[config.mk]
export PLATFORM = sky130hd
export DESIGN_NAME = instr_sequencer
export DESIGN_NICKNAME = d
export VERILOG_FILES = /design/src/rtl/instr_sequencer.sv
export SDC_FILE = /design/constraint.sdc
export NUM_CORES = 1
export LEC_CHECK = 0
export CORE_UTILIZATION = 40
export CTS_CLUSTER_SIZE = 8
export DETAILED_ROUTE_END_ITERATION = 12
export PLACE_DENSITY = 0.79
export SETUP_SLACK_MARGIN = 0.4
export SLEW_MARGIN = 25
export SYNTH_ARGS = -nofsm -noshare
export SYNTH_HDL_FRONTEND = slang
export SYNTH_SLANG_ARGS = --single-unit
[constraint.sdc]
create_clock -name clk -period 2.17 [get_ports clk]
set_input_delay 0.434 -clock clk [delete_from_list [all_inputs] [get_ports clk]]
set_output_delay 0.434 -clock clk [all_outputs]
set_load 0.1 [all_outputs]
[src/rtl/instr_sequencer.sv]
// ---------------------------------------------------------------------------
// instr_sequencer
//
// Beat generator and instruction register for the multi-cycle CPU. Each
// instruction walks through fetch-address (FA), fetch-data (FD) and execute
// (EX). Memory-class opcodes (top nibble 4'b1000) add the MA and MD phases.
// Opcode HLT (top byte 8'h7F) retires and sets a sticky halt. The module also
// counts retired instructions.
//
// The FSM state encoding is the timer phase code itself, so `timer` is also
// the observable FSM state:
//   IDLE=100  FA=000  FD=001  EX=011  MA=101  MD=111
//
// Optional feature macro: INSTR_SEQ_STEP_EN
//   When it is defined, the `step` input exists. A single-cycle `step` pulse
//   in IDLE with run=0 and halted=0 launches exactly one instruction. `run`
//   takes priority over `step`.
//
// Parameters:
//   IW  instruction width (only 16 is supported)
//   CW  retired-instruction counter width
//
// Ports:
//   clk            in   rising-edge clock
//   reset          in   synchronous, active-high reset
//   run            in   level; allows a new instruction to begin
//   mem_data       in   memory read data, latched into `instruction` at FD
//   step           in   single-instruction request (INSTR_SEQ_STEP_EN only)
//   timer          out  current phase code / FSM state
//   instruction    out  instruction register
//   instr_done     out  high in the final phase cycle of each instruction
//   retired_count  out  completed-instruction count, wraps at 2^CW
//   halted         out  sticky halt flag, cleared only by reset
//
// Start handshake: `run` (or `step`) is sampled only while in IDLE, and at
// EX/MD when deciding whether to chain straight into the next FA. Dropping
// `run` never aborts an instruction that is already in progress.
// ---------------------------------------------------------------------------
module instr_sequencer #(
    parameter int IW = 16,
    parameter int CW = 16
) (
    input  logic          clk,
    input  logic          reset,
    input  logic          run,
    input  logic [IW-1:0] mem_data,
`ifdef INSTR_SEQ_STEP_EN
    input  logic          step,
`endif
    output logic [2:0]    timer,
    output logic [IW-1:0] instruction,
    output logic          instr_done,
    output logic [CW-1:0] retired_count,
    output logic          halted
);

    typedef enum logic [2:0] {
        IDLE = 3'b100,
        FA   = 3'b000,
        FD   = 3'b001,
        EX   = 3'b011,
        MA   = 3'b101,
        MD   = 3'b111
    } state_t;

    state_t state;
    state_t next_state;
    logic   start;
    logic   is_mem;
    logic   is_hlt;
    logic   set_halt;

    // Decode from the registered instruction only. This keeps mem_data off
    // every combinational output path.
    assign is_mem = (instruction[IW-1 -: 4] == 4'b1000);
    assign is_hlt = (instruction[IW-1 -: 8] == 8'h7F);

`ifdef INSTR_SEQ_STEP_EN
    assign start = !halted && (run || step);
`else
    assign start = !halted && run;
`endif

    always_comb begin
        next_state = state;
        instr_done = 1'b0;
        set_halt   = 1'b0;
        case (state)
            IDLE: if (start) next_state = FA;
            FA:   next_state = FD;
            FD:   next_state = EX;
            EX: begin
                if (is_mem) begin
                    next_state = MA;
                end else if (is_hlt) begin
                    instr_done = 1'b1;
                    set_halt   = 1'b1;
                    next_state = IDLE;
                end else begin
                    // Unrecognised opcodes also retire here as plain
                    // three-phase instructions.
                    instr_done = 1'b1;
                    next_state = run ? FA : IDLE;
                end
            end
            MA:   next_state = MD;
            MD: begin
                instr_done = 1'b1;
                next_state = run ? FA : IDLE;
            end
            default: next_state = IDLE;
        endcase
    end

    always_ff @(posedge clk) begin
        if (reset) begin
            state         <= IDLE;
            instruction   <= '0;
            retired_count <= '0;
            halted        <= 1'b0;
        end else begin
            state <= next_state;
            if (state == FD) instruction <= mem_data;
            if (instr_done) retired_count <= retired_count + CW'(1);
            if (set_halt) halted <= 1'b1;
        end
    end

    assign timer = state;

endmodule
Yosys cells after proc, flatten, opt, wreduce, memory -nomap -nowiden. Index checks and enable logic that the tools add are counted.

Bits in latches: 0. Logic and storage cells: 26. Bits in read-only memories: 0. RAM bits: 0. Memories: 0. Input port bits: 19. Bits in registers: 36.

Add/sub/neg operators: 1. Multiply operators: 0. Shift operators: 0. Bitwise logic cells: 0. Reductions and logical operators: 3. Muxes and demuxes: 10. Equal/unequal tests: 8. Div/mod/pow operators: 0. Magnitude comparators: 0.

Operator list (number): 3-bit one-hot mux with 6 select lines (1); 16-bit by 1-bit adder with 16-bit output, second input constant (1); 3-bit 2-to-1 mux (4); 3-bit == test, second input constant (3); 8-bit by 7-bit == test with 1-bit output, second input constant (1); 4-bit == test, second input constant (1); 1-bit 2-to-1 mux (4); 3-bit by 1-bit == test with 1-bit output, second input constant (1); 3-bit by 2-bit == test with 1-bit output, second input constant (1); 3-bit zero test (1); 2-bit != test, second input constant (1); 1-bit one-hot mux with 2 select lines (1); 1-bit logical AND (1); 1-bit zero test (1).

Longest topological paths before layout. Gate-level depths: netlist of run 1.

Depth after elaboration: 4. Gate-level depth with buffers: 6. Depth with buffers taken out: 4.

Worst setup path after synthesis of run 1. OpenSTA, ideal clock, no wires.

Path kind: reg2out. Start point: register instruction[15]. End point: output instr_done. Data required time: 1736 ps. Cell stages (with the launch flop): 6. Path slack: -548 ps. Arrival time: 2284 ps. Path buffers: 2. Cell sequence: dfxtp_1 or4b_1 buf_2 o21ai_4 buf_6 inv_1.

Word-level cells in the longest chain between the ends: 3.

Ends and longest elaborated chain: start, declared (line 51) `output logic [IW-1:0] instruction,`; start signal, assigned (line 123) `if (state == FD) instruction <= mem_data;`; 4-bit == test (line 75) `assign is_mem = (instruction[IW-1 -: 4] == 4'b1000);`; 1-bit 2-to-1 mux (line 93) `if (is_mem) begin`; 1-bit one-hot mux with 2 select lines (line 88) `case (state)`; end, declared (line 52) `output logic instr_done,`.

Every way passes these cells.

Worst setup path after layout of run 1.
Start point: register instruction[13]. End point: output instr_done.

Same word-level chain as after synthesis.

==> impl_results.md, run 1 <==
* Final instance area at 2263 um2
* Grt ovf at 0
* First-pass GRT wire length at 6396 um
* Setup TNS at 0 ns
* Gp weighted congestion at 0.7222
* Synth Register Bits at 36
* Crit path kind: reg -> out
* Fin. Hold Viols at 0
* Die area at 4119 um2
* Synth Net Count at 206
* Worst-Skew Late Latency at 0.28 ns
* Maxcap violations at 0
* Total GRT Usage at 19.59%
* CP Launch Type: register
* R2r setup slk at 0.49 ns
* Cell Area, Placed at 2145 um2
* Seq/Total Area, Yosys at 46.60%
* H-tree depth at 2
* Die width at 64.18 um
* Nets at 265
* Fillers at 337
* Status: complete, no violations
* Routed length per instance at 12.57 um
* CP max stage cell: or4b_4
* Syn Inst Count at 186
* HPWL after DPL at 2667 um
* Diodes inserted at 0
* Area grow syn2layout at 46.36%
* Clock root cell: clkbuf_8
* Clock transition at path regs at 0.07 ns
* Maximum vdd drop at 0.5526 mV
* Hold_buf cts at 0
* Critical path peak fanout at 4
* Slew Limit Fails at 0
* Setup crit end kind: output pin
* Critical path arrival at 1.65 ns
* Row cnt at 22
* Avg Cell Area, Syn at 8.314 um2
* DR vias/cell at 5.340
* Post-synth EDFFs at 0
* Setup Skew at 0.006417 ns
* Synth Warn # at 0
* Final Cycle Share at 96.08%
* TritonCTS Buffers at 5
* Yosys cell types at 32
* RSZ-0062 raised after global routing: true
* Initial core utilization at 41.93%
* Commonest cells after routing, fill and taps aside: buf_4 (42), nand2_1 (40), a21oi_1 (29)
* Max frequency at 479.6 MHz
* Top_reg_cell synth: dfxtp_1
* TritonRoute pass-1 iters at 6
* Clock tree buffer depth at 2
* Max incr delay on CP at 0.53 ns
* Antenna Nets Post-Route at 0
* Commonest non-fill, non-tap cell in the layout: buf_4
* Slew @ Worst Pin at 0.5868 ns
* Pin count of the biggest net entering global routing at 22
* Hold_ws at 0.4555 ns
* Vias in the first global route at 1420
* CTS tree: yes
* Final min period at 2.085 ns
* Cell Area, Synth at 1546 um2
* Sink Count at 36
* Die Height at 64.18 um
* Total core area at 3689 um2
* Worst Path Required at 1.74 ns
* Share of cells above drive strength 1 at 32.11%
* Asr flop ratio synth at 0%
* Pwr dens at 643.8 nW/um2
* Initial antenna violation count at 0
* Critical-path cell list: or4b_4, o21ai_4, clkinvlp_4, buf_12
* # IOs at 56
* Worst hold path class: reg -> reg
* Max-slew headroom at 60.76%
* Via count at 1570
* Standby leakage power at 0.8457 nW
* Total wire length at 3695 um
* Setup Viol. Count Final at 0
* 1st-iter DRT viols at 91
* # DRC at 0
* PortBufs at 55
==> flip-flops by register name, summed over array words and instances (netlist names) <==
name and count:
timer 3, halted 1, retired_count 16, instruction 16
==> per-layer routing <==
metal,GRT usage (%),share of wire (%),vias to the layer above
li1,-,-,786
met1,23.61,44,737
met2,32.98,48,41
met3,6.429,6.3,6
met4,5.833,1.3,0
met5,0,0,-
==> final cells by class <==
cell class                 count  area, um2  area share (%)
clock buffer                   8      100.1           4.422
inverter                       2      11.26          0.4975
multi-input combinational    138      774.5           34.22
sequential                    36      782.0           34.55
tap                           48      60.06           2.653
timing repair buffer          62      535.5           23.66
==> kinds of logic (layout without fill, tap and decap cells) <==
| family | Yosys count | after routing | synth area share [%] |
|---|---|---|---|
| flip-flops | 36 | 36 | 46.60 |
| AO/OA/AOI/OAI | 46 | 46 | 18.04 |
| multiplexers | 1 | 1 | 0.6473 |
| adder cells (fa/ha/maj) | 1 | 1 | 0.8089 |
| XOR/XNOR | 4 | 4 | 2.265 |
| buffers and inverters | 12 | 72 | 3.560 |
| AND/OR/NAND/NOR | 86 | 86 | 28.07 |
==> per-stage QoR <==
stage,cells,setup slack [ns],utilization (%),power [W]
CTS,293,0.04354,61.16,0.001466
detailed placement,284,0.3162,58.14,0.0009566
global route,294,0.02341,61.36,0.001517
finish,294,0.08508,61.36,0.001457
floorplan,186,-0.1315,-,0.0008764
global placement,284,0.3270,58.14,0.0009549
==> path summary, 6_finish.rpt <==
| path | cells after the start | from | to |
|---|---|---|---|
| hold / removal | 2 | instruction[3] | instruction[3] |
| setup / recovery | 4 | instruction[13] | instr_done |
| hold reg to reg | 2 | instruction[3] | instruction[3] |
| setup reg to reg | 5 | instruction[13] | retired_count[8] |
==> synthesized netlist by cell type, drive strengths merged (2+ instances only) <==
cell,count,area (um2)
o31ai,10,75.07
and4,4,35.03
nand2b,2,12.51
clkbuf,7,26.28
inv,2,7.510
or4,10,75.07
dfxtp,36,720.7
buf,3,21.27
xor2,4,35.03
a21oi,29,145.1
nor2,13,51.30
nand2,40,150.1
nand4,5,31.28
o21ai,4,31.28
and2,2,15.02
nand3,3,15.01
o211ai,3,27.52
==> report_power, final <==
group	total [W]	leakage (nW)	switching [W]	internal, W
Combinational	0.000254	0.489	0.000176	0.0000771
Clock	0.000514	0.0515	0.000224	0.000290
Sequential	0.000690	0.305	0.0000246	0.000665
Total	0.00146	0.846	0.000425	0.00103
==> what timing repair did <==
item                                    4_1_cts  5_1_grt
gates cloned                                  0        0
endpoints found under the setup margin        1        4
pin swaps                                     2        2
endpoints found under the hold margin         0        0
buffers inserted                              1        1
resized for setup                             1        0
==> worst max-delay path: cells and delay by family, from the launching register on <==
kind	cells	cell delay, ns
AOI/OAI and AO/OA	1	0.18
and+or+nand+nor	1	0.53
buffers and inverters	2	0.29
DFF	1	0.36
Note: power is estimated with default switching activity, not from simulation.
==> run 2: changes to the inputs <==
ABC_AREA = 0   (was unset)
CAP_MARGIN = 10   (was unset)
==> results of run 2 <==
Final layout, timing and power as in run 1 (identical DEF).
